===== config.mk =====
export PLATFORM = sky130hd
export DESIGN_NAME = axi_burst_gate
export DESIGN_NICKNAME = d
export VERILOG_FILES = /design/src/rtl/axi_burst_gate.sv
export SDC_FILE = /design/constraint.sdc
export NUM_CORES = 1
export LEC_CHECK = 0
export ABC_AREA = 1
export BUFFER_PORTS_ARGS = -buffer_cell sky130_fd_sc_hd__buf_2
export CAP_MARGIN = 20
export CORE_MARGIN = 2
export CORE_UTILIZATION = 52
export CTS_BUF_LIST = sky130_fd_sc_hd__clkbuf_8
export DETAILED_ROUTE_END_ITERATION = 16
export HOLD_SLACK_MARGIN = 0.12
export PLACE_DENSITY = 0.8
export SLEW_MARGIN = 20
export SYNTH_ARGS = -nofsm -noshare
export SYNTH_HDL_FRONTEND = slang
export SYNTH_SLANG_ARGS = --single-unit

===== constraint.sdc =====
create_clock -name clk -period 1.9 [get_ports clk]
set_input_delay 0.38 -clock clk [delete_from_list [all_inputs] [get_ports clk]]
set_output_delay 0.38 -clock clk [all_outputs]
set_load 0.05 [all_outputs]

===== src/rtl/axi_burst_gate.sv =====
// axi_burst_gate: producer-side AXI-Stream burst framer.
// Admits upstream beats in bursts of BURST_LEN, starts a burst only when the
// downstream FIFO's almost_full is low, tags the final beat with tlast, and
// drives m_axis_* from a 2-entry skid buffer (head entry).
//
// Ports:
//   clk, reset_n                    clock, async active-low reset
//   s_axis_tvalid/tdata/tready      upstream stream (tready from registered state)
//   fifo_almost_full                downstream FIFO threshold flag
//   m_axis_tvalid/tdata/tlast/tready downstream stream
//   burst_cnt                       completed bursts (tlast transfers), wraps
//   pad_active                      high while zero pad beats are generated
//
// Optional feature macro: AXI_BURST_GATE_PAD_EN
//   Defined:   a burst stalled for PAD_TIMEOUT idle cycles with at least one
//              beat accepted is completed with zero-data beats (PAD state).
//   Undefined: no PAD state; a stalled burst waits indefinitely.
module axi_burst_gate #(
  parameter int DATA_WIDTH  = 32,
  parameter int BURST_LEN   = 16,
  parameter int CNT_WIDTH   = 8,
  parameter int PAD_TIMEOUT = 64
) (
  input  logic                  clk,
  input  logic                  reset_n,
  input  logic                  s_axis_tvalid,
  input  logic [DATA_WIDTH-1:0] s_axis_tdata,
  output logic                  s_axis_tready,
  input  logic                  fifo_almost_full,
  output logic                  m_axis_tvalid,
  output logic [DATA_WIDTH-1:0] m_axis_tdata,
  output logic                  m_axis_tlast,
  input  logic                  m_axis_tready,
  output logic [CNT_WIDTH-1:0]  burst_cnt,
  output logic                  pad_active
);

  if (BURST_LEN < 2 || BURST_LEN > (1 << CNT_WIDTH) || PAD_TIMEOUT < 1) begin : g_cfg_chk
    $error("axi_burst_gate: illegal BURST_LEN/CNT_WIDTH/PAD_TIMEOUT combination");
  end

  typedef enum logic [1:0] {IDLE, BURST, PAD} state_e;

  state_e                state_q, state_d;
  logic [1:0]            occ_q, occ_d;
  logic [DATA_WIDTH-1:0] d0_q, d1_q;
  logic                  l0_q, l1_q;
  logic [CNT_WIDTH-1:0]  beat_q, beat_d;
  logic [CNT_WIDTH-1:0]  bcnt_q;

  logic                  rdy;
  logic                  acc, push, pop, last_beat;
  logic [DATA_WIDTH-1:0] push_data;

  assign acc       = s_axis_tvalid & rdy;
  assign pop       = (occ_q != 2'd0) & m_axis_tready;
  assign last_beat = (beat_q == CNT_WIDTH'(BURST_LEN - 1));

`ifdef AXI_BURST_GATE_PAD_EN
  localparam int IW = $clog2(PAD_TIMEOUT + 1);
  logic [IW-1:0] idle_q, idle_d;
  logic          pad_go, pad_push, pad_act;

  assign pad_push  = (state_q == PAD) && (occ_q != 2'd2);
  assign push      = acc | pad_push;
  assign push_data = pad_push ? '0 : s_axis_tdata;
  // Transition fires during the PAD_TIMEOUT-th consecutive idle cycle.
  assign pad_go    = (state_q == BURST) && !s_axis_tvalid && (beat_q != '0) &&
                     (idle_q >= IW'(PAD_TIMEOUT - 1));

  always_comb begin
    idle_d = '0;
    if (state_q == BURST && !s_axis_tvalid)
      idle_d = (idle_q == IW'(PAD_TIMEOUT)) ? idle_q : idle_q + IW'(1);
  end

  always_ff @(posedge clk or negedge reset_n)
    if (!reset_n) idle_q <= '0;
    else          idle_q <= idle_d;

  assign pad_active = pad_act;
`else
  assign push       = acc;
  assign push_data  = s_axis_tdata;
  assign pad_active = 1'b0;
`endif

  // FSM: state register
  always_ff @(posedge clk or negedge reset_n)
    if (!reset_n) state_q <= IDLE;
    else          state_q <= state_d;

  // FSM: next state
  always_comb begin
    state_d = state_q;
    case (state_q)
      IDLE:  if (!fifo_almost_full) state_d = BURST;
      BURST: begin
        // almost_full only matters at a burst boundary
        if (acc && last_beat) state_d = fifo_almost_full ? IDLE : BURST;
`ifdef AXI_BURST_GATE_PAD_EN
        else if (pad_go)      state_d = PAD;
`endif
      end
`ifdef AXI_BURST_GATE_PAD_EN
      PAD:   if (pad_push && last_beat) state_d = IDLE;
`endif
      default: state_d = IDLE;
    endcase
  end

  // FSM: outputs (registered state only)
  always_comb begin
    rdy = 1'b0;
`ifdef AXI_BURST_GATE_PAD_EN
    pad_act = 1'b0;
`endif
    case (state_q)
      BURST: rdy = (occ_q != 2'd2);
`ifdef AXI_BURST_GATE_PAD_EN
      PAD:   pad_act = 1'b1;
`endif
      default: ;
    endcase
  end

  assign s_axis_tready = rdy;

  always_comb begin
    beat_d = beat_q;
    if (state_q == IDLE) beat_d = '0;
    else if (push)       beat_d = last_beat ? '0 : beat_q + CNT_WIDTH'(1);
  end

  assign occ_d = occ_q + {1'b0, push} - {1'b0, pop};

  always_ff @(posedge clk or negedge reset_n) begin
    if (!reset_n) begin
      occ_q  <= '0;
      d0_q   <= '0;
      d1_q   <= '0;
      l0_q   <= 1'b0;
      l1_q   <= 1'b0;
      beat_q <= '0;
      bcnt_q <= '0;
    end else begin
      occ_q  <= occ_d;
      beat_q <= beat_d;
      if (pop && l0_q) bcnt_q <= bcnt_q + CNT_WIDTH'(1);
      // push is never raised with occ=2; pop never with occ=0
      case ({push, pop})
        2'b10: begin
          if (occ_q == 2'd0) begin d0_q <= push_data; l0_q <= last_beat; end
          else               begin d1_q <= push_data; l1_q <= last_beat; end
        end
        2'b01: begin d0_q <= d1_q; l0_q <= l1_q; end
        2'b11: begin
          if (occ_q == 2'd1) begin
            d0_q <= push_data; l0_q <= last_beat;
          end else begin
            d0_q <= d1_q;      l0_q <= l1_q;
            d1_q <= push_data; l1_q <= last_beat;
          end
        end
        default: ;
      endcase
    end
  end

  assign m_axis_tvalid = (occ_q != 2'd0);
  assign m_axis_tdata  = d0_q;
  assign m_axis_tlast  = l0_q;
  assign burst_cnt     = bcnt_q;

endmodule


[Word-level counts from Yosys, hierarchy flattened]
Index checks and enable logic that the tools add are counted.
Word-level totals
  flip-flop bits (word level): 86
  word-level logic and storage cells: 57
Operators by class
  add/sub/neg operators: 4
  equal/unequal tests: 12
  multiplexer cells: 20
  bitwise operators: 2
  reductions and logical operators: 11
Operators with widths (count)
  two-way mux 32 bit: 4
  case mux 32 bit (3 select lines): 1
  case mux 32 bit (2 select lines): 1
  two-way mux 8 bit: 3
  adder 8 x 1 -> 8 bit, second input constant: 2
  != test 2 bit, second input constant: 6
  equality test 8 x 4 -> 1 bit, second input constant: 1
  equality test 2 x 1 -> 1 bit, second input constant: 3
  two-way mux 1 bit: 6
  nonzero test 2 bit: 3
  equality test 2 bit, second input constant: 2
  zero test 2 bit: 2
  two-way mux 2 bit: 2
  case mux 2 bit (2 select lines): 1
  AND reduction 2 bit: 2
  case mux 1 bit (3 select lines): 1
  AND reduction 3 bit: 1
  nonzero test 3 bit: 1
  adder 2 x 1 -> 2 bit: 1
  bitwise AND 1 bit: 2
  logical AND 1 bit: 2
  case mux 1 bit (2 select lines): 1
  subtractor 2 x 1 -> 2 bit: 1

[Logic depth before layout (Yosys ltp)]
Gate-level depths: netlist (run 1).
  depth in word-level cells: 6
  gate-level depth with buffers: 13
  depth with buffers taken out: 12

[Worst setup path after synthesis (run 1)]
No wires, ideal clock.
  path type: reg2reg
  start: register occ_q[1]
  end: register d1_q[11]
  library setup time: 0.132 ns
  arrival time: 1.966 ns
  setup slack: -0.197 ns
  stages on the path, launching flop included: 13
  clock period less this slack: 2.097 ns
  path through: dfrtp_1 -> inv_1 -> nand2_2 -> nand2_2 -> buf_4 -> buf_2 -> ha_1 -> nand2_1 -> o211ai_2 -> buf_6 -> buf_6 -> nand2_1 -> o21ai_0
Between the ends
  elaborated cells on any way between the ends: 14
RTL lines
  from (decl): line 45  | logic [1:0] occ_q, occ_d;
  from (signal assigned): line 139  | occ_q <= '0;
  from (signal assigned): line 147  | occ_q <= occ_d;
  nonzero test 2 bit *
  net m_axis_tvalid: line 30  | output logic m_axis_tvalid,
  bitwise AND 1 bit *: line 56  | assign pop = (occ_q != 2'd0) & m_axis_tready;
  equality test 2 bit: line 151  | case ({push, pop})
  != test 2 bit (no source line) or nonzero test 2 bit (tied branches)
  AND reduction 3 bit (no source line)
  to (signal assigned): line 154  | else begin d1_q <= push_data; l1_q <= last_beat; end
  to (signal assigned): line 162  | d1_q <= push_data; l1_q <= last_beat;
  to (decl): line 46  | logic [DATA_WIDTH-1:0] d0_q, d1_q;
The timed path passes the listed nets; every way through them passes the cells marked *.
A chain may end at the register's enable or synchronous reset.

[Worst setup path in the final report (run 1)]
  start: register occ_q[0]
  end: register occ_q[1]
Between the ends
  cells in the longest elaborated chain, start to end: 5
  elaborated cells on any way between the ends: 7
RTL lines
  != test 2 bit: line 119  | BURST: rdy = (occ_q != 2'd2);
  two-way mux 1 bit: line 118  | case (state_q)
  bitwise AND 1 bit: line 55  | assign acc = s_axis_tvalid & rdy;
  adder 2 x 1 -> 2 bit: line 135  | assign occ_d = occ_q + {1'b0, push} - {1'b0, pop};
  subtractor 2 x 1 -> 2 bit *: line 135
  net occ_d[1]: line 45
Marks and branches as above.

==> results.md, run 1 <==
- Status: finished clean
- Clock Skew: a little over 0.009 ns
- Largest net degree at the start of global routing: 45
- Crit path capture type: register
- Row count: 33
- Max transition margin: 61.4%
- Vias in the first global route: 3592
- First-pass GRT wire length: between 15000 and 20000 um
- Hold Path Class: in -> reg
- IO Pins: 81
- Worst-Margin Slew: roughly 0.58 ns
- CTS tree: done
- Starting Density: ~54%
- Worst path arrival time: ~2.0 ns
- Unrepaired setup endpoints after global routing: no
- Synth unique cells: 27
- Avg WL per Cell: approximately 13 um
- Area Overhead vs Synth: 20.6%
- Initial DRC Count: between 200 and 300
- Clock Sinks: 85
- Mapped Nets: roughly 650
- Top cell type's share of synthesized area: a little under half
- CP max-delay cell: dfrtp_2
- FMAX: roughly 560 MHz
- Overflow after GRT: 0
- Final nets: about 730
- Synthesized cell area: about 4500 um2
- CTS buffer count: 9
- Setup-failing EPs final: 0
- GR Util met3: under 10%
- Clock tree buffer depth: 2
- Crit start category: register
- Area leader, netlist: dfrtp_1
- Leak: slightly above 0.003 uW
- Gr busiest metal: met2
- Final wirelength: 10500 um
- Placeable Area: a little over 8000 um2
- Critical path class: reg -> reg
- Die area: ~9300 um2
- Cells after Synth: 604
- Synth area leaders: dfrtp_1 (48%), nand2_1 (21%), inv_1 (7.0%)
- Clk Latency, worst-skew pair: 0.36 ns
- DP Wirelength: ~6500 um
- Met2 Use GR: about two fifths
- Min cycle time layout: around 1.8 ns
- Vias per cell: between 4 and 5
- Final Non-Filler Cells: about 800
- Power Dens Cells: roughly 1700 nW/um2
- I/O Buffers: 79
- Root buf cell: clkbuf_8
- Drt first pass iters: 4
- Slew Limit Fails: 0
- Clock transition at the registers of the reported paths: 0.08 ns
- Max_cap viols: 0
- Die span in x: 96.5 um
- Initial antenna violation count: 0
- Synth Area per Inst: approximately 7.4 um2
- Total power: approximately 8900 uW
- Worst Path Required: roughly 2.1 ns
- Worst-path maximum fanout: 7
- Gpl congestion: approximately 0.81
- Via count: 3938
- Worst path top cell family by delay: adder cells
- Cell with the most instances after synthesis: nand2_1
- Grt met1 use: 28.1%
- Synthesis-stage register bit count: 85
- Sequential element share of the synthesized area: between 40% and 50%
- Most used DFF post-synth: dfrtp_1
- WHS: between 0.2 and 0.25 ns
- Worst slack, placed: -0.0392 ns
- Post-route ant nets: 0
- Yosys warning count: 0
- Async SR Flop Fraction: between 90% and 100%
- Tot GR Track Use: between 20 and 25%
- Die H: 96.5 um
- VDD IR max: 828 uV
- Drt drc: 0
- Synth top cells by count: nand2_1 (245), dfrtp_1 (85), inv_1 (83), nand3_1 (46), nor2_1 (46)
- Final Hold Viols: 0
- Share of cells above drive strength 1: 19.6%
- Worst-path cell chain: buf_6, nor2_4, nor2_4, buf_6, ha_1, inv_1, ha_1, xnor2_2, xor2_1
- PnR worst setup slack: approximately 0.11 ns
- Buf/Inv on CP: 3
- H-tree lvl count: 3
- Final period util: a little over nine tenths
- # placed instances: between 700 and 800
- TNS Setup: 0 ns
- ANT cells: 0
- Number of synthesized flops with an enable pin: 0
- Worst path max stage delay: ~0.44 ns
[cells in the final DEF (no fill, tap or decap), drive strengths merged, types with 2 or more instances in the layout]
cell type	n
buf	93
clkbuf	13
clkinv	3
clkinvlp	2
dfrtp	85
ha	7
inv	84
nand2	250
nand3	46
nand3b	2
nand4	4
nor2	50
o21ai	37
xnor2	4
xor2	3
[sequential cells by signal, summed over array words and instances (netlist names)]
| signal | flops |
|---|---|
| m_axis_tdata | 32 |
| d1_q | 32 |
| l1_q | 1 |
| state_q | 1 |
| m_axis_tlast | 1 |
| occ_q | 2 |
| beat_q | 8 |
| burst_cnt | 8 |
[routing by layer]
layer  part of all wire, %  up-vias
met5                     0        -
met4                   1.6        0
met3                   6.9       13
met2                    49      115
met1                    42     1827
li1                      -     1983
[what timing repair did]
item                                   CTS  global route
pin swaps                                0             3
setup endpoints to repair               33            67
buffers inserted                         1             2
hold buffers                             1             0
gates cloned                             0             4
gates resized for setup                  1            12
endpoints found under the hold margin   41             0
[power by group]
part / leakage [uW] / internal, uW / switching, uW / total (uW)
combinational: 0.00193 / 1480 / 3180 / 4650
sequential: 0.00107 / 2540 / 449 / 2980
clock: 0.0000960 / 589 / 633 / 1220
total: 0.00310 / 4600 / 4260 / 8860
[worst paths after layout]
| check | from | endpoint | slack [ns] | cells after the start |
|---|---|---|---|---|
| max in group asynchronous | reset_n | d1_q[13]$_DFFE_PN0P_ | 0.71 | 3 |
| min in group asynchronous | reset_n | burst_cnt[1]$_DFFE_PN0P_ | 0.57 | 2 |
| hold / removal | fifo_almost_full | state_q[0]$_DFFE_PN0P_ | 0.21 | 2 |
| hold reg to reg | d1_q[13]$_DFFE_PN0P_ | d1_q[13]$_DFFE_PN0P_ | 0.49 | 2 |
| setup reg to reg | occ_q[0]$_DFF_PN0_ | occ_q[1]$_DFF_PN0_ | 0.11 | 9 |
| setup / recovery | occ_q[0]$_DFF_PN0_ | occ_q[1]$_DFF_PN0_ | 0.11 | 9 |
[layout make-up]
| class | count | area, um2 |
|---|---|---|
| tap | 105 | 131 |
| fill | 722 | 2890 |
| inverter | 84 | 322 |
| timing repair buffer | 98 | 708 |
| multi-input combinational | 407 | 1900 |
| sequential | 85 | 2130 |
| clock inverter | 6 | 56.3 |
| clock buffer | 9 | 124 |
[cells by family after synthesis]
logic type               count (synthesis)  synth area share [%]
XOR/XNOR                                 7                  1.38
AO/OA/AOI/OAI                           40                  4.78
flip-flops                              85                  47.8
other                                    1                0.0842
AND/OR/NAND/NOR                        352                  32.6
adder cells (fa/ha/maj)                  7                  1.97
buffers and inverters                  112                  11.4
[metrics by stage]
| stage | util (%) | instance area, um2 |
|---|---|---|
| after global routing | 65.0 | 5370 |
| after floorplan | - | 4490 |
| after detailed placement | 60.6 | 5010 |
| final | 65.0 | 5370 |
| after global placement | 60.6 | 5010 |
| after CTS | 63.1 | 5210 |
Note: power is estimated with default switching activity, not from simulation.
==> inputs of run 2 (changes only) <==
--- a/config.mk
+++ b/config.mk
@@ -8,9 +8,10 @@
 export ABC_AREA = 1
 export BUFFER_PORTS_ARGS = -buffer_cell sky130_fd_sc_hd__buf_2
 export CAP_MARGIN = 20
+export CORE_ASPECT_RATIO = 1.25
 export CORE_MARGIN = 2
 export CORE_UTILIZATION = 52
-export CTS_BUF_LIST = sky130_fd_sc_hd__clkbuf_8
+export CTS_BUF_LIST = sky130_fd_sc_hd__clkbuf_2 sky130_fd_sc_hd__clkbuf_4 sky130_fd_sc_hd__clkbuf_8
 export DETAILED_ROUTE_END_ITERATION = 16
 export HOLD_SLACK_MARGIN = 0.12
 export PLACE_DENSITY = 0.8
==> run 2 against run 1 <==
Against the previous run: total power is 1.5% higher; setup slack worse by 0.032 ns; critical endpoint unchanged; fmax is 1.8% lower; highest routed layer unchanged; routed wire length is 3.3% higher; sequential cell count stayed put; sequential share of layout area is 0.16 points lower; clock skew is 0.0011 ns lower; cell count is 0.50% lower.
==> results.md, run 2 (synthesized netlist as in run 1, its figures left out) <==
- Status: finished clean
- Share of cells above drive strength 1: 20.5%
- Hold Path End: state_q[0]$_DFFE_PN0P_
- Clock transition at the registers of the reported paths: 0.09 ns
- Initial antenna violation count: 0
- Min cycle time layout: between 1.5 and 2 ns
- Worst slack, placed: -0.0699 ns
- Worst r2r dst: occ_q[1]$_DFF_PN0_
- Final wirelength: 10900 um
- Crit path capture type: register
- R2R Setup Slk: approximately 0.076 ns
- VDD IR max: roughly 930 uV
- CTS buffer count: 9
- Hold path depth: 2
- Crit start category: register
- Gpl congestion: roughly 0.86
- Hold Path Class: in -> reg
- Die span in x: just under 90 um
- CTS tree: done
- H-tree lvl count: 3
- Most common cell after layout, fill and taps aside: nand2_1
- Critical path class: reg -> reg
- Initial DRC Count: 297
- First-pass GRT wire length: 17600 um
- Worst R2R Start: occ_q[0]$_DFF_PN0_
- Worst-path maximum fanout: 5
- Final Hold Viols: 0
- Power Dens Cells: roughly 1700 nW/um2
- Area Overhead vs Synth: 21.0%
- Starting Density: between 50% and 60%
- PnR worst setup slack: roughly 0.076 ns
- Finished Core Util: 65.0%
- Worst Path Required: around 2.2 ns
- Post-route ant nets: 0
- Final period util: between 90% and 100%
- Max_cap viols: 0
- Clock Sinks: 85
- CP max-delay cell: dfrtp_2
- Clock Skew: a little over 0.008 ns
- I/O Buffers: 79
- FMAX: 548 MHz
- IO Pins: 81
- Clock tree buffer depth: 2
- Placeable Area: a little over 8000 um2
- Via count: roughly 4.0k
- Setup-failing EPs final: 0
- Die area: roughly 9300 um2
- Vias in the first global route: approximately 3.8k
- Drt first pass iters: 5
- Leak: 0.00311 uW
- WHS: between 0.15 and 0.2 ns
- Root buf cell: clkbuf_8
- ANT cells: 0
- R2R depth: 9
- Die H: about 110 um
- Worst path max stage delay: between 0.4 and 0.5 ns
- Most frequent cells in the layout: nand2_1 (241), dfrtp_1 (83), inv_1 (80)
- Overflow after GRT: 0
- Row count: 37
- Total power: 8990 uW
- Drt drc: 0
- CP most frequent cell: nor2_4
- Final nets: 732
- Slew Limit Fails: 0
- Avg WL per Cell: 13.8 um
- Clk Latency, worst-skew pair: roughly 0.36 ns
- Hold Crit Start: fifo_almost_full
- Worst setup path start: occ_q[0]$_DFF_PN0_
- Largest net degree at the start of global routing: slightly below 70
- Vias per cell: around 5
- DP Wirelength: 6670 um
- Worst-path cell chain: buf_12, nor2_4, nor2_4, buf_6, ha_4, inv_1, ha_2, xnor2_2, xor2_1
- Buf/Inv on CP: 3
- Worst path top cell family by delay: flip-flops
- Worst path arrival time: ~2.1 ns
- Tot GR Track Use: between 20% and 30%
run 2: cell types whose count changed in the layout (fill, tap and decap cells not counted), sizes merged:
cell and delta:
buf +5, clkinv +1, clkinvlp -1, inv -1
run 2: worst max path at each step:
stage	slack (ns)	cells after the start	end
2_1_floorplan	0.004	12	d1_q[11]$_DFFE_PN0P_
3_3_place_gp	0.04	12	m_axis_tdata[6]$_DFFE_PN0P_
3_5_place_dp	-0.07	10	d1_q[10]$_DFFE_PN0P_
4_1_cts	0.003	12	m_axis_tdata[18]$_DFFE_PN0P_
5_1_grt	-0.009	12	m_axis_tdata[29]$_DFFE_PN0P_
6_report	0.08	9	occ_q[1]$_DFF_PN0_
run 2: area by class of cell:
cell class	instances	area, um2
fillers	671	2900
flip-flops and latches	85	2130
multi-input cells	407	1910
repair buffers	101	714
inverters	84	322
clock buffers	11	145
well taps	97	121
clock inverters	5	50.0
run 2: power by group:
part | switching, uW | leakage (uW) | internal (uW)
registers | 464 | 0.00107 | 2540
logic | 3220 | 0.00193 | 1490
clock network | 640 | 0.000106 | 649
run 2: layer usage:
layer / routed length (um) / vias to the layer above / GRT usage, %
met5: 0 / - / 0
met4: 247 / 0 / 8.48
met3: 573 / 21 / 4.14
met2: 5530 / 137 / 40.4
met1: 4530 / 1885 / 31.1
li1: - / 1988 / -
run 2: repair_timing:
| action | CTS | global route |
|---|---|---|
| hold buffers | 1 | 0 |
| endpoints found under the setup margin | 66 | 67 |
| cloned | 1 | 3 |
| gates resized for setup | 3 | 15 |
| hold endpoints to repair | 26 | 0 |
| pin swaps | 0 | 3 |
| buffers inserted | 1 | 5 |
run 2: metrics by stage:
| stage | cells | TNS [ns] | instance area, um2 |
|---|---|---|---|
| floorplan | 604 | 0 | 4490 |
| global placement | 763 | 0 | 4970 |
| detailed placement | 763 | -1.37 | 4970 |
| CTS | 782 | 0 | 5230 |
| global route | 790 | -0.00900 | 5390 |
| finish | 790 | 0 | 5390 |
==> inputs of run 3 (changes only) <==
--- a/config.mk
+++ b/config.mk
@@ -15,6 +15,7 @@
 export DETAILED_ROUTE_END_ITERATION = 16
 export HOLD_SLACK_MARGIN = 0.12
 export PLACE_DENSITY = 0.8
+export REMOVE_ABC_BUFFERS = 1
 export SLEW_MARGIN = 20
 export SYNTH_ARGS = -nofsm -noshare
 export SYNTH_HDL_FRONTEND = slang
==> run 3 against run 2 <==
Against the previous run: clock skew rose by 0.0013 ns; worst hold slack improved by 0.013 ns; first-iteration DRC count fell by 23%; count of clock-buffer cells in the layout fell by 2; core utilization rose by 1.7 points; critical endpoint unchanged; largest cell class unchanged; highest routed layer unchanged.
==> results.md, run 3 (synthesized netlist as in run 1, its figures left out) <==
- Crit path capture type: register
- Drt first pass iters: 5
- Clock tree buffer depth: 2
- Power share of the sequential group: about a third
- Hold path depth: 2
- Die span in x: slightly below 90 um
- Clock transition at the registers of the reported paths: 0.08 ns
- Internal: 4980 uW
- Initial antenna violation count: 0
- Vias in the first global route: between 3k and 4k
- Avg WL per Cell: ~14 um
- Hold Path End: state_q[0]$_DFFE_PN0P_
- Buf/Inv on CP: 3
- First-pass GRT wire length: roughly 16000 um
- Min cycle time layout: ~1.9 ns
- ANT cells: 0
- Total power: 9390 uW
- Most frequent cells in the layout: nand2_1 (243), dfrtp_1 (84), inv_1 (82)
- Tot GR Track Use: between 20% and 30%
- WHS: a little over 0.2 ns
- Worst-path cell chain: buf_6, nor2_4, nor2_4, buf_6, ha_1, inv_1, ha_2, xnor2_2, xor2_1
- Crit start category: register
- Max_cap viols: 0
- Post-route ant nets: 0
- Largest net degree at the start of global routing: between 60 and 70
- Leak: about 0.0032 uW
- Share of cells above drive strength 1: between 20 and 25%
- Combinational power share: around 53%
- Power Dens Cells: approximately 1700 nW/um2
- Finished Core Util: around two thirds
- Worst-path maximum fanout: 7
- Final nets: ~740
- Area Overhead vs Synth: 24.2%
- R2R depth: 9
- Gpl congestion: slightly below 0.9
- Layout fillers: 684
- Die area: ~9300 um2
- CTS buffer count: 9
- Placed Instance Area: slightly below 5000 um2
- Overflow after GRT: 0
- Switching share of power: 47.0%
- Placeable Area: 8290 um2
- Worst path arrival time: 2.15 ns
- Hold Crit Start: fifo_almost_full
- Worst path top cell family by delay: flip-flops
- Worst R2R Start: occ_q[0]$_DFF_PN0_
- # placed instances: roughly 760
- Root buf cell: clkbuf_8
- Drt drc: 0
- Max transition margin: between 60 and 70%
- Switching power of the nets: around 4400 uW
- Starting Density: 53.7%
- Final Hold Viols: 0
- Final period util: a little over nine tenths
- Die H: about 110 um
- Worst path max stage delay: 0.46 ns
- Final wirelength: roughly 11000 um
- Via count: 4029
- R2R Setup Slk: 0.04 ns
- Clock share of power: 15.0%
- Final Non-Filler Cells: 796
- CTS tree: done
- Worst-Margin Slew: around 0.52 ns
- Worst Path Required: between 2 and 2.5 ns
- Hold Path Class: in -> reg
- I/O Buffers: slightly below 80
- Worst r2r dst: occ_q[1]$_DFF_PN0_
- IO Pins: 81
- CP Depth: 9
- Setup-failing EPs final: 0
- DP Wirelength: between 6000 and 7000 um
- VDD IR max: ~840 uV
- FMAX: around 540 MHz
- Initial DRC Count: 230
- Design area: between 5000 and 6000 um2
- CP max-delay cell: dfrtp_2
- Status: finished clean
- Clock Sinks: 85
- Clk Latency, worst-skew pair: about 0.37 ns
- Clock Skew: ~0.0094 ns
- Slew Limit Fails: 0
- H-tree lvl count: 3
- Row count: 37
- Most common cell after layout, fill and taps aside: nand2_1
- Vias per cell: approximately 5
- Critical path class: reg -> reg
## run 3: changes by cell type in the layout (fill, tap and decap cells not counted), sizes merged
cell and delta:
clkinvlp +1, buf +1, inv +1, clkbuf +3, clkinv -1, bufinv +1
## run 3: cell type report
type | count | area [um2] | share of cell area (%)
tap | 97 | 121 | 2.19
clock inverter | 7 | 90.1 | 1.63
multi-input combinational | 407 | 1900 | 34.4
clock buffer | 9 | 124 | 2.24
timing repair buffer | 107 | 848 | 15.3
sequential | 85 | 2130 | 38.5
inverter | 84 | 315 | 5.70
## run 3: power groups by stage
stage | Clock, uW | Sequential [uW] | Combinational [uW]
2_1_floorplan | 0 | 4000 | 1940
3_3_place_gp | 0 | 2960 | 4120
3_5_place_dp | 0 | 3000 | 4220
4_1_cts | 1420 | 2970 | 4250
5_1_grt | 1510 | 3090 | 5410
6_report | 1410 | 3000 | 4980
## run 3: timing repair
item / CTS / global route
setup buffers: 0 / 6
hold buffers: 1 / 0
pin swaps: 1 / 5
hold endpoints to repair: 37 / 0
gates resized for setup: 1 / 20
cloned: 0 / 9
setup endpoints to repair: 35 / 66
## run 3: worst max path at each step
stage	from	to
2_1_floorplan	occ_q[1]$_DFF_PN0_	d1_q[10]$_DFFE_PN0P_
3_3_place_gp	occ_q[0]$_DFF_PN0_	m_axis_tlast$_DFFE_PN0P_
3_5_place_dp	occ_q[0]$_DFF_PN0_	m_axis_tdata[12]$_DFFE_PN0P_
4_1_cts	occ_q[0]$_DFF_PN0_	m_axis_tlast$_DFFE_PN0P_
5_1_grt	occ_q[0]$_DFF_PN0_	d1_q[22]$_DFFE_PN0P_
6_report	occ_q[0]$_DFF_PN0_	occ_q[1]$_DFF_PN0_
## run 3: metrics by stage
| step | worst slack [ns] | TNS (ns) |
|---|---|---|
| 5_1_grt | -0.0390 | -0.577 |
| 2_1_floorplan | -1.43 | -58.67 |
| 4_1_cts | 0.00944 | 0 |
| 3_3_place_gp | 0.0675 | 0 |
| 6_report | 0.0395 | 0 |
| 3_5_place_dp | -0.000693 | -0.000693 |
## run 3: worst reg2reg max path, stage by stage (launching register included)
cell and delay, ns:
dfrtp_2 0.46, buf_6 0.14, nor2_4 0.14, nor2_4 0.06, buf_6 0.14, ha_1 0.28, inv_1 0.05, ha_2 0.17
xnor2_2 0.17, xor2_1 0.17
## run 3: routing by layer
metal	vias up	part of all wire (%)	GRT usage, %
li1	2001	-	-
met1	1902	43	28.3
met2	117	51	36.5
met3	9	4.5	4.37
met4	0	1.0	7.92
met5	-	0	0
